[config.mk]
export PLATFORM = sky130hd
export DESIGN_NAME = perf_csr
export DESIGN_NICKNAME = d
export VERILOG_FILES = /design/src/rtl/perf_pkg.sv /design/src/rtl/perf_cnt.sv /design/src/rtl/perf_csr.sv
export SDC_FILE = /design/constraint.sdc
export NUM_CORES = 1
export LEC_CHECK = 0
export ABC_CLOCK_PERIOD_IN_PS = 2020
export CAP_MARGIN = 25
export CORE_UTILIZATION = 48
export DETAILED_ROUTE_END_ITERATION = 16
export MAX_ROUTING_LAYER = met4
export PLACE_DENSITY = 0.71
export SYNTH_ARGS = -nofsm -noshare
export SYNTH_HDL_FRONTEND = slang
export SYNTH_SLANG_ARGS = --single-unit
[constraint.sdc]
create_clock -name clk -period 2.02 [get_ports clk]
set_clock_uncertainty 0.1 [all_clocks]
set_input_delay 0.303 -clock clk [delete_from_list [all_inputs] [get_ports clk]]
set_output_delay 0.303 -clock clk [all_outputs]
set_load 0.1 [all_outputs]
[src/rtl/perf_pkg.sv]
// perf_pkg: shared constants for the performance CSR block
//   ADDR_*  : register addresses seen on the access port
//   state_t : counting state (RUN counts, FROZEN holds after a halt)
package perf_pkg;

    localparam logic [1:0] ADDR_CYC_LO = 2'd0;
    localparam logic [1:0] ADDR_CYC_HI = 2'd1;
    localparam logic [1:0] ADDR_INS_LO = 2'd2;
    localparam logic [1:0] ADDR_INS_HI = 2'd3;

    typedef enum logic {
        RUN    = 1'b0,
        FROZEN = 1'b1
    } state_t;

endpackage

[src/rtl/perf_cnt.sv]
// perf_cnt: wrapping accumulator with clear, enable and increment
//   clk, rst : clock, synchronous active-high reset
//   clr      : zero the count this cycle (wins over en)
//   en       : add inc this cycle
//   inc      : amount added when enabled
//   nxt      : value the count takes at the coming edge
module perf_cnt #(
    parameter int W = 32
) (
    input  logic         clk,
    input  logic         rst,
    input  logic         clr,
    input  logic         en,
    input  logic [W-1:0] inc,
    output logic [W-1:0] nxt
);

    logic [W-1:0] cnt;

    // the next value is exported so reads see this cycle's update
    assign nxt = clr ? '0 : en ? cnt + inc : cnt;

    always_ff @(posedge clk) begin
        cnt <= rst ? '0 : nxt;
    end

endmodule

[src/rtl/perf_csr.sv]
// perf_csr: cycle and retired-instruction counters behind a small CSR port
//   clk, rst    : clock, synchronous active-high reset
//   isHalt      : core halted; counting stops after the current cycle
//   W_v         : instructions retired this cycle
//   req/we/addr : one-cycle access request; a write clears a counter
//   ack/rdata   : response one cycle after the request; rdata 0 unless reading
//   frozen      : counting has stopped because of a halt
module perf_csr
    import perf_pkg::*;
#(
    parameter int CNT_W  = 32,
    parameter int DATA_W = 16
) (
    input  logic              clk,
    input  logic              rst,
    input  logic              isHalt,
    input  logic [2:0]        W_v,
    input  logic              req,
    input  logic              we,
    input  logic [1:0]        addr,
    output logic              ack,
    output logic [DATA_W-1:0] rdata,
    output logic              frozen
);

    state_t            state;
    logic              run;
    logic              rd;
    logic              wr;
    logic              ack_q;
    logic [DATA_W-1:0] rdata_q;
    logic [DATA_W-1:0] rd_val;
    logic [DATA_W-1:0] snap_cyc;
    logic [DATA_W-1:0] snap_ins;
    logic [CNT_W-1:0]  cyc_nxt;
    logic [CNT_W-1:0]  ins_nxt;

    assign run = state == RUN;
    assign rd  = req && !we;
    assign wr  = req && we;

    perf_cnt #(.W(CNT_W)) u_cyc (
        .clk (clk),
        .rst (rst),
        .clr (wr && !addr[1]),
        .en  (run),
        .inc ({{(CNT_W-1){1'b0}}, 1'b1}),
        .nxt (cyc_nxt)
    );

    perf_cnt #(.W(CNT_W)) u_ins (
        .clk (clk),
        .rst (rst),
        .clr (wr && addr[1]),
        .en  (run),
        .inc ({{(CNT_W-3){1'b0}}, W_v}),
        .nxt (ins_nxt)
    );

    // low halves come from the freshly updated count, high halves from the
    // snapshot taken by the matching low-half read
    always_comb begin
        rd_val = addr == ADDR_CYC_LO ? cyc_nxt[DATA_W-1:0] :
                 addr == ADDR_CYC_HI ? snap_cyc :
                 addr == ADDR_INS_LO ? ins_nxt[DATA_W-1:0] : snap_ins;
    end

    always_ff @(posedge clk) begin
        if (rst) begin
            state    <= RUN;
            ack_q    <= 1'b0;
            rdata_q  <= '0;
            snap_cyc <= '0;
            snap_ins <= '0;
        end else begin
            if (run && isHalt)
                state <= FROZEN;
            ack_q   <= req;
            rdata_q <= rd ? rd_val : '0;
            if (rd && addr == ADDR_CYC_LO)
                snap_cyc <= cyc_nxt[CNT_W-1:DATA_W];
            if (rd && addr == ADDR_INS_LO)
                snap_ins <= ins_nxt[CNT_W-1:DATA_W];
        end
    end

    // a response pending when reset arrives is suppressed immediately
    assign ack    = ack_q && !rst;
    assign rdata  = ack ? rdata_q : '0;
    assign frozen = state == FROZEN;

endmodule
==> impl_metrics.toml, run 1 <==
[final_layout]
final_cell_area_um2 = 7700
nets_finish = 726
layout-area-overhead-vs-synth_pct = 49.2
diodes = 0
final_layout_size_suffix_gt1_share_pct = 36.5

[synthesis]
syn_area_um2 = 5160
postSynthRegisterBits = 114
cell_with_the_most_instances_after_synthesis = "sky130_fd_sc_hd__dfxtp_1"
syn-instance-count = 599
yosysWarnings = 0
synth_common_cells = "sky130_fd_sc_hd__dfxtp_1, sky130_fd_sc_hd__nor2_1, sky130_fd_sc_hd__nand2_1, sky130_fd_sc_hd__xnor2_1, sky130_fd_sc_hd__nand3_1"
ys_types = 50
asyncSetResetFlopFracSynth_pct = 0
synthesis.area_per_instance_um2 = 8.62
register_area_share_after_synthesis_pct = 44.2
synth.area.top_cells = "sky130_fd_sc_hd__dfxtp_1, sky130_fd_sc_hd__nor2_1, sky130_fd_sc_hd__xnor2_1"
synth.net_count = 614
synthDominantCellAreaShare_pct = 44.2
synthDominantAreaCellType = "sky130_fd_sc_hd__dfxtp_1"
synth_enable_flop_cells = 0
ys.flop_type = "sky130_fd_sc_hd__dfxtp_1"

[timing]
maxSlewHeadroom_pct = 58.5
timing_max_transition_violations_final = 0
grt_setup_unrepaired = "true"
period_needed_ns = 2.14
setup-violations-final = 32
final.setup.worst_slack_ns = -0.120
worstMarginPinSlew_ns = 0.620
max_freq_mhz = 467
timing.final.hold_violations = 0
timing.final.crit_share_pct = 106

[pwr]
power.sequential.fraction_pct = 40.7
vdd_drop_max_mv = 0.494
p_sw_w = 0.00142
cellPowerDensity_nw_per_um2 = 735
clock_power_share_pct = 49.6
netSwitchingFraction_pct = 25.0
power_frac_comb_pct = 9.7
p_leak_nw = 2.91
p_total_w = 0.00566
internal_portion_of_total_power_w = 0.00425

[global_routing]
vias_in_the_first_global_route = 4887
grt_usage_pct = 28.1
global_route.overflow_total = 0
grt_start_max_net_pins = 33
grt_pass1_wl_mm = 23.4
grt_antenna_before_repair = 0

[setup_path]
timing.critical_path.max_delay_family = "adder cells"
critical_path_peak_fanout = 5
worst_setup_path_start_kind = "flip-flop"
buffering_stage_count_on_the_worst_path_with_inverters_included = 1
critical_path.max_stage_delay_ns = 0.38
setup_crit_end_kind = "flip-flop"
timing_worst_setup_path_type = "reg -> reg"
crit_slowest_cell = "sky130_fd_sc_hd__fa_2"
critPathArrivalTime_ns = 2.51
path_cells = "ha_4, fa_2, a21oi_4, buf_6, nor3b_2, xnor2_1, o211ai_1, and3_1"
worstPathRequired_ns = 2.39

[place]
dpl.hpwl_mm = 10.3
placed_instance_area_um2 = 6350
portBuffers = 27
routability_congestion_estimate_from_global_placement = 0.934

[route]
drt.antenna.violating_nets = 0
detail_route.drc_violations = 0
totalWireLength_mm = 16.1
detailedRoute.firstPassIterationCount = 7
route.vias.total = 5006
routed_wire_length_per_instance_um = 18.7
avgViaCountPerCell = 5.82
number_of_drc_markers_in_iteration_0 = 416

[cts]
cts_buffer_depth = 2
clk-insertion-delay-late_ns = 0.54
clockRootBuffer = "sky130_fd_sc_hd__clkbuf_8"
cts.reportedPaths.clkPinSlew_ns = 0.06
tritoncts = "yes"
h_tree_lvl_count = 4
tritoncts.num_buffers = 17
clkSinkCount = 114

[status]
violations = "setup timing"
status = "finished with violations"

[floorplanning]
design.core.area_um2 = 10400
chipWidth_um = 106
initial_core_util_pct = 49.8
die_area_um2 = 11200
floorplan.die.height_um = 106
floorplan.rows = 37
io-pin-count = 28

[flow_run]
max-cap-violations = 0

[worst_hold_path]
hold_class = "in -> reg"
==> path summary, 6_finish.rpt <==
check,startpoint,end,slack [ns],depth (start not counted)
max reg2reg,u_ins.cnt[0]$_SDFF_PP0_,rdata_q[4]$_SDFF_PP0_,-0.12,8
min reg2reg,snap_ins[10]$_SDFFE_PP0P_,snap_ins[10]$_SDFFE_PP0P_,0.35,2
max,u_ins.cnt[0]$_SDFF_PP0_,rdata_q[4]$_SDFF_PP0_,-0.12,8
min,isHalt,frozen$_SDFFE_PP0P_,0.23,3
==> per-stage QoR <==
step           hold slack, ns  TNS (ns)  cells  setup slack, ns  utilization, %
2_1_floorplan           0.318         0    599          0.00942               -
3_3_place_gp            0.338    -19.82    806           -0.545            61.2
3_5_place_dp            0.342    -24.83    806           -0.692            61.2
4_1_cts                 0.224    -0.438    846          -0.0790            68.6
5_1_grt                 0.281     -4.75    860           -0.170            74.3
6_report                0.228     -1.68    860           -0.120            74.3
==> what timing repair did <==
item | 4_1_cts | 5_1_grt
buffers inserted | 8 | 15
gates resized for setup | 27 | 89
setup endpoints to repair | 40 | 79
hold buffers | 0 | 0
pin swaps | 23 | 54
==> power by group through the flow <==
stage	Sequential [W]	Combinational [W]	Clock (W)
final	0.00231	0.000551	0.00281
after global routing	0.00231	0.000583	0.00291
after CTS	0.00231	0.000483	0.00281
after detailed placement	0.00235	0.000444	0
after global placement	0.00235	0.000430	0
after floorplan	0.00236	0.000228	0
==> logic make-up after synthesis <==
family | Yosys count | share of synthesized area [%]
simple gates | 284 | 28.2
fa+ha+maj | 5 | 1.36
compound gates | 92 | 11.7
xor+xnor | 59 | 10.0
buf+inv | 38 | 3.05
mux | 7 | 1.41
flops | 114 | 44.2
==> layer usage <==
metal | GRT usage (%) | vias up | routed length [um] | part of all wire (%)
li1 | - | 2310 | - | -
met1 | 32.2 | 2432 | 6510 | 40
met2 | 46.5 | 210 | 7990 | 50
met3 | 8.16 | 54 | 972 | 6.0
met4 | 10.7 | 0 | 620 | 3.9
met5 | - | - | 0 | 0
==> cells in the final DEF, fill, tap and decap left out, drive strengths merged, types with 20 or more instances in the layout <==
cell type    n
a211oi      23
buf        117
clkbuf      20
dfxtp      114
nand2       48
nand3       29
nor2        98
o21ai       29
xnor2       35
xor2        24
==> flip-flops by register name, indices dropped and copies added, names as in the netlist <==
name       cells
u_cyc.cnt     32
u_ins.cnt     32
rdata_q       16
snap_cyc      16
snap_ins      16
ack_q          1
frozen         1
==> worst min-delay path: cells and delay by family <==
kind,cells,cell delay (ns)
buffers and inverters,1,0.39
and+or+nand+nor,2,0.12
==> final cells by class <==
cell class | instances | area (um2)
Fill cell | 664 | 2670
Tap cell | 136 | 170
Sequential cell | 114 | 2300
Clock inverter | 12 | 106
Clock buffer | 20 | 457
Multi-Input combinational cell | 447 | 3350
Inverter | 5 | 18.8
Timing Repair Buffer | 126 | 1290
Power figures use the tool's default switching activity.
==> run 2, diff against run 1 <==
- PLACE_DENSITY: 0.71 -> 0.7
==> run 2 against run 1 <==
The run still ends with setup timing left; critical path depth stayed put; cell area is 1.9% lower; sequential power hardly changed; count of clock-buffer cells in the layout is 2 higher; sequential cell count stayed put; combinational power is 10% lower; utilization is 1.4 points lower; largest power group unchanged; die area stayed put; clock power is 21% higher; non-clock buffer count is 10 lower; fmax is 2.3% higher; first-iteration DRC count is 14% lower.
==> impl_metrics.toml, run 2 (same netlist as run 1, synthesis figures left out) <==
[floorplanning]
chipWidth_um = 106
initial_core_util_pct = 49.8
io-pin-count = 28
floorplan.rows = 37
die_area_um2 = 11200
floorplan.die.height_um = 106
design.core.area_um2 = 10400

[timing]
max_freq_mhz = 478
timing.final.hold_violations = 0
grt_setup_unrepaired = "true"
period_needed_ns = 2.09
worstMarginPinSlew_ns = 0.744
final.setup.worst_slack_ns = -0.0728
maxSlewHeadroom_pct = 50.2
setup-violations-final = 18
timing.final.crit_share_pct = 104
timing_max_transition_violations_final = 0
fin_tns_setup_ns = -0.488

[cts]
tritoncts.num_buffers = 17
tritoncts = "yes"
cts.reportedPaths.clkPinSlew_ns = 0.06
clockRootBuffer = "sky130_fd_sc_hd__clkbuf_8"
hold_buffers = 0
clk-insertion-delay-late_ns = 0.53
clkSinkCount = 114
cts_buffer_depth = 2
h_tree_lvl_count = 4

[pwr]
p_leak_nw = 2.84
power.sequential.fraction_pct = 37.3
cellPowerDensity_nw_per_um2 = 821
p_sw_w = 0.00136
vdd_drop_max_mv = 0.445
internal_portion_of_total_power_w = 0.00483
netSwitchingFraction_pct = 22.0
clock_power_share_pct = 54.8
power_frac_comb_pct = 8.0

[route]
detail_route.drc_violations = 0
number_of_drc_markers_in_iteration_0 = 358
detailedRoute.firstPassIterationCount = 5
avgViaCountPerCell = 5.82
routed_wire_length_per_instance_um = 18.6
totalWireLength_mm = 15.8
route.vias.total = 4949
drt.antenna.violating_nets = 0

[final_layout]
layout_common_cells = "sky130_fd_sc_hd__dfxtp_1, sky130_fd_sc_hd__nor2_1, sky130_fd_sc_hd__buf_4, sky130_fd_sc_hd__nand2_1, sky130_fd_sc_hd__nand3_1"
nets_finish = 717
reg.largest.list = "u_cyc.cnt x32, u_ins.cnt x32"
layout-area-overhead-vs-synth_pct = 46.4
diodes = 0
layoutNonFillerInstCount = 851
mostFrequentLayoutCell = "sky130_fd_sc_hd__dfxtp_1"
layout.core_utilization_pct = 72.9
final_layout_size_suffix_gt1_share_pct = 33.7
final_cell_area_um2 = 7550

[place]
dpl.hpwl_mm = 10.0
place_inst = 799
post-place-ws_ns = -0.591
placed_instance_area_um2 = 6270
routability_congestion_estimate_from_global_placement = 0.943
portBuffers = 27

[global_routing]
global_route.overflow_total = 0
grt.met2_usage_pct = 46.5
grt_antenna_before_repair = 0
vias_in_the_first_global_route = 4709
globalRouteMet3Util_pct = 6.68
globalRouteMet1Util_pct = 33.2
grt_pass1_wl_mm = 23.4
grt_start_max_net_pins = 26
globalRoute.busiestLayer = "met2"
grt_usage_pct = 28.2

[setup_path]
setup_crit_end_kind = "flip-flop"
critical_path_peak_fanout = 5
timing_worst_setup_path_type = "reg -> reg"
worstPathRequired_ns = 2.39
critPathArrivalTime_ns = 2.46
worst_setup_path_start_kind = "flip-flop"
ff2ff_path_depth = 8

[flow_run]
max-cap-violations = 0

[status]
status = "finished with violations"
violations = "setup timing"

[worst_hold_path]
hold_class = "in -> reg"
holdPathStages = 3
run 2: cell types whose count changed in the layout (fill, tap and decap cells not counted), moves of 4 or more:
cell	before	now
sky130_fd_sc_hd__bufinv_16	1	6
sky130_fd_sc_hd__clkinvlp_4	7	1
sky130_fd_sc_hd__xnor2_1	20	24
sky130_fd_sc_hd__buf_4	85	79
sky130_fd_sc_hd__nand3_1	22	26
sky130_fd_sc_hd__nand3_2	7	3
run 2: timing repair:
action                                  4_1_cts  5_1_grt
gates resized for setup                      22       77
hold endpoints to repair                      0        0
cloned                                        1        1
pin swaps                                    16       31
buffers inserted                              0       18
endpoints found under the setup margin       44       80
run 2: layout make-up:
type                    instances  area (um2)
clock buffers                  22         463
clock inverters                10         203
fillers                       694        2820
inverters                       5        18.8
multi-input cells             448        3220
flip-flops and latches        114        2310
well taps                     136         170
repair buffers                116        1170
run 2: power by group through the flow:
stage	logic, W	registers (W)	clock network (W)
global route	0.000524	0.00231	0.00351
floorplan	0.000228	0.00236	0
global placement	0.000407	0.00235	0
CTS	0.000426	0.00231	0.00339
finish	0.000494	0.00231	0.00340
detailed placement	0.000419	0.00236	0
run 2: path summary, 6_finish.rpt:
| kind | from | endpoint | slack (ns) |
|---|---|---|---|
| max reg2reg | u_ins.cnt[0]$_SDFF_PP0_ | rdata_q[6]$_SDFF_PP0_ | -0.07 |
| max | u_ins.cnt[0]$_SDFF_PP0_ | rdata_q[6]$_SDFF_PP0_ | -0.07 |
| min | isHalt | frozen$_SDFFE_PP0P_ | 0.24 |
| min reg2reg | snap_ins[15]$_SDFFE_PP0P_ | snap_ins[15]$_SDFFE_PP0P_ | 0.35 |
run 2: layer usage:
layer / up-vias / wire [um]
met1: 2437 / 6540
met5: - / 0
li1: 2298 / -
met3: 41 / 839
met2: 173 / 7950
met4: 0 / 481
run 2: worst max-delay path, cell delays in order, from the launching register on:
cell and delay, ns:
sky130_fd_sc_hd__dfxtp_4 0.36, sky130_fd_sc_hd__ha_4 0.17, sky130_fd_sc_hd__fa_2 0.39, sky130_fd_sc_hd__a21oi_4 0.23, sky130_fd_sc_hd__buf_6 0.16, sky130_fd_sc_hd__nor3_1 0.06, sky130_fd_sc_hd__xnor2_1 0.14, sky130_fd_sc_hd__o211ai_1 0.24
sky130_fd_sc_hd__and3_1 0.20
run 2: stage by stage:
stage	hold WS, ns	total power [W]
2_1_floorplan	0.318	0.00259
3_5_place_dp	0.344	0.00278
3_3_place_gp	0.338	0.00276
6_report	0.244	0.00620
5_1_grt	0.278	0.00635
4_1_cts	0.230	0.00613
